### src/rtl/mfu_mac.sv
// mfu_mac: precision-scalable streaming multiply-accumulate with valid/ready result output.
// Optional MFU_MAC_SAT_EN: saturate every accumulate instead of wrapping.
module mfu_mac #(
    parameter int DATA_W = 8,
    parameter int ACC_W  = 32
) (
    input  logic              clk,
    input  logic              nrst,
    input  logic              in_valid,
    output logic              in_ready,
    input  logic              in_last,
    input  logic [1:0]        mode,
    input  logic [DATA_W-1:0] a,
    input  logic [DATA_W-1:0] b,
    output logic              out_valid,
    input  logic              out_ready,
    output logic [ACC_W-1:0]  out_data,
    output logic              overflow
);
    localparam int HW = DATA_W / 2;
    localparam int QW = DATA_W / 4;

    logic             s1_valid_q, s1_valid_d;
    logic             s1_last_q, s1_last_d;
    logic [ACC_W-1:0] s1_psum_q, s1_psum_d;
    logic [ACC_W-1:0] acc_q, acc_d;
    logic             ovf_acc_q, ovf_acc_d;
    logic             out_valid_q, out_valid_d;
    logic [ACC_W-1:0] out_data_q, out_data_d;
    logic             overflow_q, overflow_d;

    logic [ACC_W-1:0] p_s, p_u, p_h, p_q, psum;
    logic [ACC_W-1:0] sum, sat, res;
    logic             stall, accept, fire, done, ovf;

    // Products are formed at ACC_W on extended operands; the true values always fit.
    always_comb begin
        p_s = ACC_W'($signed(a)) * ACC_W'($signed(b));
        p_u = ACC_W'(a) * ACC_W'(b);
        p_h = '0;
        p_q = '0;
        for (int k = 0; k < 2; k++)
            p_h = p_h + ACC_W'($signed(a[k*HW +: HW])) * ACC_W'($signed(b[k*HW +: HW]));
        for (int k = 0; k < 4; k++)
            p_q = p_q + ACC_W'($signed(a[k*QW +: QW])) * ACC_W'($signed(b[k*QW +: QW]));
        psum = (mode == 2'd0) ? p_s : (mode == 2'd1) ? p_h : (mode == 2'd2) ? p_q : p_u;
    end

    always_comb begin
        stall  = out_valid_q & ~out_ready;
        accept = in_valid & ~stall;
        fire   = s1_valid_q & ~stall;
        done   = fire & s1_last_q;
        sum    = acc_q + s1_psum_q;
        ovf    = (acc_q[ACC_W-1] == s1_psum_q[ACC_W-1]) & (sum[ACC_W-1] != acc_q[ACC_W-1]);
        sat    = acc_q[ACC_W-1] ? {1'b1, {(ACC_W-1){1'b0}}} : {1'b0, {(ACC_W-1){1'b1}}};
`ifdef MFU_MAC_SAT_EN
        res    = ovf ? sat : sum;
`else
        res    = sum;
`endif
        s1_valid_d  = stall ? s1_valid_q : accept;
        s1_psum_d   = accept ? psum : s1_psum_q;
        s1_last_d   = accept ? in_last : s1_last_q;
        acc_d       = fire ? (s1_last_q ? '0 : res) : acc_q;
        ovf_acc_d   = fire ? (~s1_last_q & (ovf_acc_q | ovf)) : ovf_acc_q;
        out_valid_d = done | stall;
        out_data_d  = done ? res : out_data_q;
        // A freshly written result takes priority over clearing on handshake.
        overflow_d  = done ? (ovf_acc_q | ovf) : (out_valid_q & out_ready) ? 1'b0 : overflow_q;
    end

    always_ff @(posedge clk or negedge nrst) begin
        if (!nrst) begin
            s1_valid_q  <= 1'b0;
            s1_last_q   <= 1'b0;
            s1_psum_q   <= '0;
            acc_q       <= '0;
            ovf_acc_q   <= 1'b0;
            out_valid_q <= 1'b0;
            out_data_q  <= '0;
            overflow_q  <= 1'b0;
        end else begin
            s1_valid_q  <= s1_valid_d;
            s1_last_q   <= s1_last_d;
            s1_psum_q   <= s1_psum_d;
            acc_q       <= acc_d;
            ovf_acc_q   <= ovf_acc_d;
            out_valid_q <= out_valid_d;
            out_data_q  <= out_data_d;
            overflow_q  <= overflow_d;
        end
    end

    assign in_ready  = ~stall;
    assign out_valid = out_valid_q;
    assign out_data  = out_data_q;
    assign overflow  = overflow_q;
endmodule

### config.mk
export PLATFORM = sky130hd
export DESIGN_NAME = mfu_mac
export DESIGN_NICKNAME = d
export VERILOG_FILES = /design/src/rtl/mfu_mac.sv
export SDC_FILE = /design/constraint.sdc
export NUM_CORES = 1
export LEC_CHECK = 0
export ABC_AREA = 1
export CAP_MARGIN = 20
export CORE_MARGIN = 4
export CORE_UTILIZATION = 58
export CTS_BUF_LIST = sky130_fd_sc_hd__clkbuf_4
export DETAILED_ROUTE_END_ITERATION = 8
export HOLD_SLACK_MARGIN = 0.05
export PLACE_DENSITY = 0.89
export SYNTH_ARGS = -nofsm -noshare
export SYNTH_HDL_FRONTEND = slang
export SYNTH_SLANG_ARGS = --single-unit
### constraint.sdc
create_clock -name clk -period 2.2 [get_ports clk]
set_input_delay 0.44 -clock clk [delete_from_list [all_inputs] [get_ports clk]]
set_output_delay 0.44 -clock clk [all_outputs]
set_load 0.01 [all_outputs]
==> summary.txt <==
Status
  – Status: finished, violations left
  – Failing checks: negative setup slack

Routing
  – WL/cell: 23.0 µm
  – Drt pass-1 iters: 9
  – Post-Route WL: 52400 µm
  – Routed Antenna Nets: 0
  – 1st-iter DRT viols: 1466
  – Detailed-route via count: 13739
  – Remaining DRCs: 0
  – Via/cell ratio: 6.03

Synthesis
  – YS warnings: 0
  – Register bit total from synthesis: 86
  – Cell variety after synth: 39
  – Mapped Cells: 1714
  – Synthesized area: 0.0123 mm²
  – Post-synthesis sequential area ratio: 17.5%
  – Syn_nets: 1991
  – Syn avg cell area: 7.17 µm²

CTS
  – # H-tree levels: 3
  – CTS tree: done
  – CTS Sinks: 86
  – CTS Buffer Depth: 2
  – Root buffer cell: clkbuf_4
  – TritonCTS buffer count: 9
  – Later-pin clock latency in the skew report: 0.48 ns
  – Clk slew on worst S/H paths: 0.16 ns

Global routing
  – Largest net degree at the start of global routing: 46
  – Number of global-route vias before repair: 14011
  – Initial antenna violation count: 3
  – Total gr overflow: 0
  – GRT Total Usage: 37.9%
  – First-pass GRT wire length: 71000 µm

Timing
  – Worst slew margin: 51.6%
  – Fin crit share: 210%
  – Final worst slack: -2.41 ns
  – Max Transition Viols Final: 0
  – Final Hold Fails: 0
  – Setup TNS: -35.48 ns
  – Worst slew pin tran: 0.725 ns
  – Layout Skew: 0.0195 ns
  – RSZ-0062 raised after global routing: yes
  – Min cycle time layout: 4.61 ns
  – FMAX: 0.217 GHz
  – Endpoints failing setup: 19

Cells and area
  – Fraction of layout cells with a size suffix above 1: 29.8%
  – Fill cells: 1187
  – Net count, final: 2279
  – Register area: 0.00215 mm²
  – Syn-to-layout area delta: 35.7%
  – Multi-input gate area: 0.00989 mm²
  – Fin util: 81.1%

Pwr
  – Maximum vdd drop: 0.00148 V
  – Power Total: 25.8 mW
  – Pwr dens: 1540 mW/mm²
  – P_leak: 9.04 nW

Flow run
  – Max cap viols: 0

Worst setup path
  – Critical path depth: 23
  – Crit Path Max Fanout: 7
  – Worst path arrival time: 5.00 ns
  – R2R depth: 8
  – Critical Path RT: 2.59 ns
  – WP buf/inv: 9
  – Worst setup SP type: primary input
  – Cell repeated most along the worst path: inv_1
  – CP max-delay cell: fa_1
  – Type of the worst setup path: in2reg
  – Worst-path cell chain: clkdlybuf4s15_2 > buf_6 > nand2_1 > inv_2 > ha_4 > inv_2 > fa_1 > inv_1 > fa_1 > inv_1 > fa_1 > inv_1 > ha_4 > nand2_2 > a21oi_2 > nor2_2 > nand2_2 > inv_2 > nand2_2 > nand3_4 > nand3_4 > o21bai_1 > inv_1
  – CP Capture Type: flip-flop
  – CP peak stage delay: 0.59 ns
  – Crit path max-delay family: adder cells

Place
  – IO Port Bufs: 57
  – Hpwl dp: 31800 µm
  – RePlAce Congestion: 0.998

Die
  – # rows: 52
  – Die outline height: 154 µm
  – Die area: 0.0236 mm²
  – Core area: 0.0206 mm²
  – I/O Pins: 58
  – Chip width: 154 µm
  – Initial core utilization: 59.8%

Min path
  – Hold crit path type: in2async
[final timing paths]
path | start | endpoint | slack [ns]
worst max register to register | s1_psum_q[12] | out_data[15] | -0.07
max in group asynchronous | nrst | acc_q[26] | 1.04
worst min-delay path | nrst | s1_psum_q[0] | 0.46
worst max-delay path | b[1] | s1_psum_q[8] | -2.41
worst min register to register | out_data[27] | out_data[27] | 0.50
min in group clk | out_data[27] | out_data[27] | 0.50
[report_power, final]
| group | internal [mW] | leakage [nW] | total [mW] | switching (mW) |
|---|---|---|---|---|
| logic | 9.25 | 7.91 | 22.0 | 12.8 |
| clock network | 0.250 | 0.0594 | 0.870 | 0.620 |
| registers | 2.27 | 1.07 | 2.86 | 0.582 |
[placed cells by master, fill, tap and decap left out, types with 24 or more instances in the layout]
master	count
o21ai_0	36
clkdlybuf4s50_1	40
inv_2	60
dfrtp_1	86
nand2_1	412
nand3_1	81
fa_1	120
nor2_1	75
ha_1	70
nand2_2	59
inv_1	336
ha_4	46
a21oi_2	24
buf_4	225
a21oi_1	46
[stage by stage]
stage	hold WS (ns)	worst slack (ns)	cells	area [µm²]
finish	0.465	-2.41	2278	16700
global route	0.492	-2.54	2278	16700
CTS	0.471	-1.79	2270	16000
detailed placement	0.439	-2.89	2232	15100
global placement	0.440	-2.75	2232	15100
floorplan	0.144	-1.87	1714	12800
[cell families (layout without fill, tap and decap cells)]
logic type,Yosys count,in the layout,share of synthesized area (%)
compound gates,156,156,6.90
xor+xnor,25,25,1.78
fa+ha+maj,254,254,34.0
buf+inv,432,724,13.4
flops,86,86,17.5
other cells,0,1,0
simple gates,761,762,26.4
[cells in the mapped netlist (all sizes together)]
library cell	count	area share, %
nand2	493	15
inv	399	12
fa	134	22
ha	120	12
nand3	104	4.5
nor2	104	3.3
dfrtp	86	18
a21oi	71	2.9
o21ai	60	2.5
clkbuf	20	0.61
nand3b	19	1.2
nand4	19	0.97
xnor2	17	1.2
buf	12	0.54
or2	12	0.61
o21bai	10	0.61
nor3	8	0.37
xor2	8	0.57
a21o	4	0.24
a31oi	4	0.20
a21boi	2	0.15
a22o	2	0.14
o211ai	2	0.12
a22oi	1	0.061
and2	1	0.061
clkinv	1	0.031
nor4	1	0.051
[cell type report]
type | count | share of cell area [%]
Tap cell | 270 | 2.03
Clock buffer | 10 | 0.450
Timing Repair Buffer | 308 | 15.9
Antenna cell | 1 | 0.0150
Multi-Input combinational cell | 1197 | 59.3
Sequential cell | 86 | 12.9
Inverter | 400 | 9.14
Clock inverter | 6 | 0.270
[per-layer routing]
metal,share of wire (%),vias up,wire length (µm),global-route usage [%]
li1,-,5807,-,-
met1,31,6326,16000,39.2
met2,45,1091,23700,65.3
met3,12,509,6250,8.29
met4,12,6,6340,31.6
met5,0.27,-,139,0
[timing repair]
action / 4_1_cts / 5_1_grt
pin swaps: 111 / 73
gates resized for setup: 210 / 176
hold endpoints to repair: 35 / 0
setup buffers: 20 / 8
gates cloned: 2 / 0
hold buffers: 1 / 0
setup endpoints to repair: 21 / 57
[sequential cells by signal, summed over array words and instances (netlist names)]
name / flops
s1_psum_q: 17
overflow: 1
s1_valid_q: 1
out_data: 32
s1_last_q: 1
ovf_acc_q: 1
out_valid: 1
acc_q: 32
Power figures use the tool's default switching activity.
